==> src/rtl/pid_plant_emulator_if.sv <==
// Controller <-> plant-emulator bus: control word handshake, disturbance input,
// and the registered feedback word with its update strobe.
interface pid_plant_emulator_if;
    logic [7:0] u_in;
    logic       u_valid;
    logic       u_ready;
    logic [7:0] dist_in;
    logic [7:0] y_out;
    logic       y_valid;

    // Controller side
    modport master (
        output u_in, u_valid, dist_in,
        input  u_ready, y_out, y_valid
    );

    // Emulator side
    modport slave (
        input  u_in, u_valid, dist_in,
        output u_ready, y_out, y_valid
    );
endinterface

==> src/rtl/pid_plant_emulator.sv <==
// First-order-lag plant with transport delay, for closed-loop PID testing.
// One plant update every TICK_DIV+3 clocks: IDLE (TICK_DIV clocks) -> SHIFT
// (delay line) -> CALC (lag filter) -> OUTPUT (disturbance add + saturate).
// Optional build macro PLANT_NOISE_EN adds LFSR noise of -4..+3 to y_out.
module pid_plant_emulator #(
    parameter int TICK_DIV = 16,
    parameter int SHIFT    = 2,
    parameter int DELAY    = 4
) (
    input  logic                 clk,
    input  logic                 rst_n,
    pid_plant_emulator_if.slave  bus
);

    typedef enum logic [1:0] {
        ST_IDLE,
        ST_SHIFT,
        ST_CALC,
        ST_OUTPUT
    } state_e;

    localparam logic [7:0] TICK_LAST = 8'(TICK_DIV - 1);

    state_e state_q, state_d;

    logic [7:0]  tick_q, tick_d;
    logic [7:0]  u_hold_q, u_hold_d;
    logic [7:0]  dly_q [DELAY];
    logic [7:0]  dly_d [DELAY];
    logic [15:0] acc_q, acc_d;
    logic [7:0]  y_out_q, y_out_d;
    logic        y_valid_q, y_valid_d;

    logic        tick_done;
    logic        u_ready;
    logic        do_shift;
    logic        do_calc;
    logic        do_output;
    logic        xfer;

    logic [7:0]         u_d;
    logic signed [16:0] diff;
    logic signed [16:0] step;
    logic signed [10:0] noise;
    logic signed [10:0] y_sum;
    logic [7:0]         y_sat;

    assign tick_done = (state_q == ST_IDLE) && (tick_q == TICK_LAST);
    assign xfer      = bus.u_valid && u_ready;

    // State register
    always_ff @(posedge clk or negedge rst_n) begin
        if (!rst_n) begin
            state_q <= ST_IDLE;
        end else begin
            state_q <= state_d;
        end
    end

    // Next-state: only IDLE waits; the update phases run back to back
    always_comb begin
        state_d = state_q;
        case (state_q)
            ST_IDLE:   if (tick_done) state_d = ST_SHIFT;
            ST_SHIFT:  state_d = ST_CALC;
            ST_CALC:   state_d = ST_OUTPUT;
            ST_OUTPUT: state_d = ST_IDLE;
            default:   state_d = ST_IDLE;
        endcase
    end

    // State decode into handshake and datapath strobes
    always_comb begin
        u_ready   = 1'b0;
        do_shift  = 1'b0;
        do_calc   = 1'b0;
        do_output = 1'b0;
        case (state_q)
            ST_IDLE:   u_ready   = 1'b1;
            ST_SHIFT:  do_shift  = 1'b1;
            ST_CALC:   do_calc   = 1'b1;
            ST_OUTPUT: do_output = 1'b1;
            default:   u_ready   = 1'b0;
        endcase
    end

    // Lag filter: difference kept 17-bit signed so the arithmetic shift
    // rounds toward minus infinity and the accumulator can never wrap.
    assign u_d  = dly_q[DELAY-1];
    assign diff = $signed({1'b0, u_d, 8'h00}) - $signed({1'b0, acc_q});
    assign step = diff >>> SHIFT;

`ifdef PLANT_NOISE_EN
    logic [15:0] lfsr_q, lfsr_d;

    // Noise source: Fibonacci LFSR x^16+x^14+x^13+x^11, one step per update
    always_comb begin
        lfsr_d = lfsr_q;
        if (do_output) begin
            lfsr_d = {lfsr_q[14:0], lfsr_q[15] ^ lfsr_q[13] ^ lfsr_q[12] ^ lfsr_q[10]};
        end
    end

    // LFSR register
    always_ff @(posedge clk or negedge rst_n) begin
        if (!rst_n) begin
            lfsr_q <= 16'hACE1;
        end else begin
            lfsr_q <= lfsr_d;
        end
    end

    assign noise = $signed({{8{lfsr_q[2]}}, lfsr_q[2:0]});
`else
    assign noise = '0;
`endif

    // Output stage: plant position plus disturbance (and noise), clamped to 0..255
    always_comb begin
        y_sum = $signed({3'b000, acc_q[15:8]})
              + $signed({{3{bus.dist_in[7]}}, bus.dist_in})
              + noise;
        if (y_sum < 11'sd0) begin
            y_sat = '0;
        end else if (y_sum > 11'sd255) begin
            y_sat = '1;
        end else begin
            y_sat = y_sum[7:0];
        end
    end

    // Datapath next-state: tick counter, input hold, delay line, accumulator, output
    always_comb begin
        tick_d    = '0;
        u_hold_d  = u_hold_q;
        dly_d     = dly_q;
        acc_d     = acc_q;
        y_out_d   = y_out_q;
        y_valid_d = 1'b0;

        if (state_q == ST_IDLE && !tick_done) begin
            tick_d = tick_q + 8'd1;
        end

        if (xfer) begin
            u_hold_d = bus.u_in;
        end

        if (do_shift) begin
            dly_d[0] = u_hold_q;
            for (int unsigned i = 1; i < DELAY; i++) begin
                dly_d[i] = dly_q[i-1];
            end
        end

        if (do_calc) begin
            acc_d = 16'($signed({1'b0, acc_q}) + step);
        end

        if (do_output) begin
            y_out_d   = y_sat;
            y_valid_d = 1'b1;
        end
    end

    // Datapath registers
    always_ff @(posedge clk or negedge rst_n) begin
        if (!rst_n) begin
            tick_q    <= '0;
            u_hold_q  <= '0;
            for (int unsigned i = 0; i < DELAY; i++) begin
                dly_q[i] <= '0;
            end
            acc_q     <= '0;
            y_out_q   <= '0;
            y_valid_q <= 1'b0;
        end else begin
            tick_q    <= tick_d;
            u_hold_q  <= u_hold_d;
            dly_q     <= dly_d;
            acc_q     <= acc_d;
            y_out_q   <= y_out_d;
            y_valid_q <= y_valid_d;
        end
    end

    assign bus.u_ready = u_ready;
    assign bus.y_out   = y_out_q;
    assign bus.y_valid = y_valid_q;

endmodule

==> src/flat_wrapper.sv <==
// flat-port wrapper written by rule: the top's interface ports become plain ports
module pid_plant_emulator_flat 
#(
    parameter int TICK_DIV = 16,
    parameter int SHIFT    = 2,
    parameter int DELAY    = 4
)
  (clk, rst_n, bus_u_in, bus_u_valid, bus_dist_in, bus_u_ready, bus_y_out, bus_y_valid);
  pid_plant_emulator_if bus_i ();
  input  logic clk;
  input  logic rst_n;
  input wire logic [$bits(bus_i.u_in)-1:0] bus_u_in;
  input wire logic [$bits(bus_i.u_valid)-1:0] bus_u_valid;
  input wire logic [$bits(bus_i.dist_in)-1:0] bus_dist_in;
  output wire logic [$bits(bus_i.u_ready)-1:0] bus_u_ready;
  output wire logic [$bits(bus_i.y_out)-1:0] bus_y_out;
  output wire logic [$bits(bus_i.y_valid)-1:0] bus_y_valid;
  assign bus_i.u_in = bus_u_in;
  assign bus_i.u_valid = bus_u_valid;
  assign bus_i.dist_in = bus_dist_in;
  assign bus_u_ready = bus_i.u_ready;
  assign bus_y_out = bus_i.y_out;
  assign bus_y_valid = bus_i.y_valid;
  pid_plant_emulator #(.TICK_DIV(TICK_DIV), .SHIFT(SHIFT), .DELAY(DELAY)) u_core (.clk(clk), .rst_n(rst_n), .bus(bus_i));
endmodule
==> config.mk <==
export PLATFORM = sky130hd
export DESIGN_NAME = pid_plant_emulator_flat
export DESIGN_NICKNAME = d
export VERILOG_FILES = /design/src/rtl/pid_plant_emulator_if.sv /design/src/rtl/pid_plant_emulator.sv /design/src/flat_wrapper.sv
export SDC_FILE = /design/constraint.sdc
export NUM_CORES = 1
export LEC_CHECK = 0
export CORE_ASPECT_RATIO = 0.7
export CORE_UTILIZATION = 45
export CTS_BUF_LIST = sky130_fd_sc_hd__clkbuf_8
export CTS_CLUSTER_DIAMETER = 80
export DETAILED_ROUTE_END_ITERATION = 12
export GPL_ROUTABILITY_DRIVEN = 1
export SLEW_MARGIN = 20
export SYNTH_ARGS = -nofsm -noshare
export SYNTH_HDL_FRONTEND = slang
export SYNTH_SLANG_ARGS = --single-unit
==> constraint.sdc <==
create_clock -name clk -period 11.4 [get_ports clk]
set_input_delay 1.14 -clock clk [delete_from_list [all_inputs] [get_ports clk]]
set_output_delay 1.14 -clock clk [all_outputs]
set_load 0.01 [all_outputs]
==> results.md <==
| Metric | This run | Unit |
| --- | --- | --- |
| Status | completed | - |
| Critical path type | reg2reg | - |
| Number of instances on the worst hold path | 1 | - |
| Reg-to-reg critical path endpoint | u_core.acc_q[14]$_DFFE_PN0P_ | - |
| Slew at the pin with the worst max-slew slack | 1.00 | ns |
| Post-route ant nets | 0 | - |
| Number of enable flip-flop cells after synthesis | 0 | - |
| Via/cell ratio | 5.32 | - |
| Number of hold buffers added after cts | 0 | - |
| Startpoint of the worst-slack reg-to-reg timing path | u_core.acc_q[2]$_DFFE_PN0P_ | - |
| Post-Syn Instances | 431 | - |
| Setup repair bufs after CTS | 0 | - |
| Required time at the endpoint of the critical path | 11.64 | ns |
| Distinct cells, synth | 51 | - |
| Most frequently used cell type in the post-synthesis netlist | sky130_fd_sc_hd__dfrtp_1 | - |
| Worst reg-to-reg setup slack | 7.22 | ns |
| Startpoint of the lowest-slack hold path | u_core.tick_q[0]$_DFF_PN0_ | - |
| Clock tree skew after final layout | 0.0105 | ns |
| Critical path's slowest cell | sky130_fd_sc_hd__or4_1 | - |
| Mean cell area of the mapped netlist | 10.2 | um^2 |
| Most common flop cell mapped by yosys | sky130_fd_sc_hd__dfrtp_1 | - |
| Final critical path time including I/O delays and setup | 4.18 | ns |
| Standard-cell rows | 29 | - |
| Terminating pin of the worst hold path | u_core.tick_q[0]$_DFF_PN0_ | - |
| Ratio of cells with drive above 1 in the final layout | 0.144 | - |
| Clock transition at the registers of the reported paths | 0.08 | ns |
| Buffers and inverters on the worst path | 0 | - |
| Count of warnings emitted by yosys | 0 | - |
| Top-level I/O count | 29 | - |
| Gates resized, CTS repair | 0 | - |
| Via count of the first global-routing pass | 3009 | - |
| Max Fanout on Critical Path | 9 | - |
| Sort of element at the end of the critical path | flip-flop | - |
| Max-slew violation total from the final report | 0 | - |
| TritonCTS clock tree | built | - |
| Total placed instance area | 4790 | um^2 |
| H-tree levels | 3 | - |
| Worst supply voltage drop on vdd | 0.0929 | mV |
| Antenna Diode Count | 0 | - |
| Die footprint | 10200 | um^2 |
| Power per standard cell area | 98.7 | nW/um^2 |
| Multi-input gate area | 2380 | um^2 |
| Signed area change from the synthesized netlist to the final layout | 13.2 | % |
| Maximum capacitance violations | 0 | - |
| Routability-driven placement congestion ratio | 0.828 | - |
| Share of flip-flops with an asynchronous set or reset after synthesis | 1.00 | - |
| Count of final setup violators | 0 | - |
| Clock Tree Root | sky130_fd_sc_hd__clkbuf_8 | - |
| First-pass GRT wire length | 14400 | um |
| Die Height | 84.7 | um |
| Leakage dissipation | 2.23 | nW |
| Signal arrival time at the worst endpoint | 4.42 | ns |
| Post-synthesis sequential element count | 75 | - |
| CP Launch Type | flip-flop | - |
| Total Negative Setup Slacks | 0 | ns |
| GR Overflow Total | 0 | - |
| Inserted Clock Buffers | 9 | - |
| Share of the synthesized area in the top cell type | 0.427 | - |
| Total GRT Usage | 0.179 | - |
| Number of inserted filler cells in the final layout | 852 | - |
| Setup repair after global routing missed its margin | false | - |
| Highest clock frequency the design can meet | 239 | MHz |
| Type of the worst min-delay path | reg2reg | - |
| FF/Latch Area | 1880 | um^2 |
| DRC violation count after routing | 0 | - |
| Cell-by-cell listing of the critical path | or4_1, or3_2, nor3_1, nor2_1, ha_1, nor2_1, nand4_1, nand3_1, o21ai_1, o41ai_1, o21ai_1, xnor2_1, mux2i_1 | - |
| Fin area | 4970 | um^2 |
| Die boundary width | 120 | um |
| Worst skew pair latency | 0.36 | ns |
| Synth Net Count | 487 | - |
| Core outline area | 9250 | um^2 |
| Critical Path Max Stage Delay | 0.65 | ns |
| Buffers added on ports | 28 | - |
| Fin util | 0.537 | - |
| Wire length reported by the detailed router | 8120 | um |
| Period utilization | 0.367 | - |
| DR pass1 iterations | 4 | - |
| Clock tree sinks | 75 | - |
| Vias | 3134 | - |
| Post-DR wirelength/cell | 13.8 | um |
| Cells on worst reg2reg path | 13 | - |
| Initial detailed-routing violation count | 195 | - |
| Cell type with the largest total area after synthesis | sky130_fd_sc_hd__dfrtp_1 | - |
| Most used standard cells in the synthesized netlist | 75 x sky130_fd_sc_hd__dfrtp_1, 44 x sky130_fd_sc_hd__mux2_2, 37 x sky130_fd_sc_hd__nor2_1 | - |
| Proportion of synthesized chip area in sequential cells | 0.427 | - |
| Half-perimeter wire length after placement | 5870 | um |
| Buffers from clock root to sink, at most | 2 | - |
| Final-stage net count | 516 | - |
| Cell types with the largest area share after synthesis | sky130_fd_sc_hd__dfrtp_1 43%, sky130_fd_sc_hd__mux2_2 11%, sky130_fd_sc_hd__ha_1 10% | - |
| Endpoints failing hold | 0 | - |
| Dominant delay contributor by cell family on the critical path | simple AND/OR/NAND/NOR gates | - |
| Worst max-slew margin expressed relative to the limit | 0.326 | - |
| Cell Area, Synth | 4390 | um^2 |
| Antenna violations before repair | 0 | - |
| Starting density of the core | 0.475 | - |
| Largest net degree at the start of global routing | 76 | - |
through the flow:
| stage | total power [mW] | worst slack (ns) | cells | hold slack (ns) |
|---|---|---|---|---|
| 2_1_floorplan | 0.294 | 7.76 | 431 | 0.433 |
| 3_3_place_gp | 0.308 | 7.28 | 573 | 0.448 |
| 3_5_place_dp | 0.309 | 7.25 | 573 | 0.457 |
| 4_1_cts | 0.499 | 7.27 | 589 | 0.468 |
| 5_1_grt | 0.514 | 6.96 | 589 | 0.495 |
| 6_report | 0.491 | 7.22 | 589 | 0.464 |
kinds of logic after synthesis:
family          synth area share
buf+inv                   0.0310
fa+ha+maj                  0.109
flops                      0.427
mux                        0.120
xor+xnor                  0.0558
compound gates             0.136
simple gates               0.122
cell usage in the layout (no fill, tap or decap), types with 14 or more instances in the layout:
cell type                         synthesis  routed
sky130_fd_sc_hd__dfrtp_1                 75      75
sky130_fd_sc_hd__ha_1                    35      35
sky130_fd_sc_hd__nand3_1                 14      14
sky130_fd_sc_hd__nor2_1                  37      37
sky130_fd_sc_hd__mux2_2                  44      44
sky130_fd_sc_hd__clkdlybuf4s50_1          0      27
sky130_fd_sc_hd__a21oi_1                 32      32
sky130_fd_sc_hd__inv_1                   24      25
sky130_fd_sc_hd__xnor2_1                 21      21
sky130_fd_sc_hd__nand2_1                 28      28
area by class of cell:
type | instances | area share
Clock buffer | 10 | 0.0277
Clock inverter | 6 | 0.00780
Inverter | 24 | 0.0181
Multi-Input combinational cell | 320 | 0.479
Sequential cell | 75 | 0.378
Tap cell | 124 | 0.0312
Timing Repair Buffer | 30 | 0.0589
layer usage:
metal | track usage | vias to the layer above | share of wire
met2 | 0.253 | 46 | 0.40
li1 | - | 1590 | -
met3 | 0.0618 | 6 | 0.036
met5 | 0 | - | 0
met1 | 0.262 | 1492 | 0.56
met4 | 0.0352 | 0 | 0.0063
power by group:
| part | total (mW) | internal [mW] | switching [mW] |
|---|---|---|---|
| sequential | 0.278 | 0.274 | 0.00398 |
| clock | 0.188 | 0.0849 | 0.103 |
| combinational | 0.0246 | 0.0139 | 0.0106 |
registers in the layout (all words and copies together), names as in the netlist:
| register | count |
|---|---|
| u_core.dly_q | 24 |
| u_core.acc_q | 16 |
| u_core.bus.y_out | 8 |
| u_core.tick_q | 8 |
| u_core.u_d | 8 |
| u_core.u_hold_q | 8 |
| u_core.state_q | 2 |
| u_core.bus.y_valid | 1 |
worst max-delay path by stage:
stage                                startpoint                              end  cells after the start
floorplan           u_core.acc_q[2]$_DFFE_PN0P_     u_core.acc_q[13]$_DFFE_PN0P_                     13
global placement                 bus_dist_in[1]  u_core.bus.y_out[2]$_DFFE_PN0P_                     10
detailed placement               bus_dist_in[1]  u_core.bus.y_out[0]$_DFFE_PN0P_                     10
CTS                 u_core.acc_q[2]$_DFFE_PN0P_     u_core.acc_q[14]$_DFFE_PN0P_                     13
global route        u_core.acc_q[2]$_DFFE_PN0P_     u_core.acc_q[13]$_DFFE_PN0P_                     12
finish              u_core.acc_q[2]$_DFFE_PN0P_     u_core.acc_q[14]$_DFFE_PN0P_                     13
No activity file was read; power rests on OpenSTA's default activity.
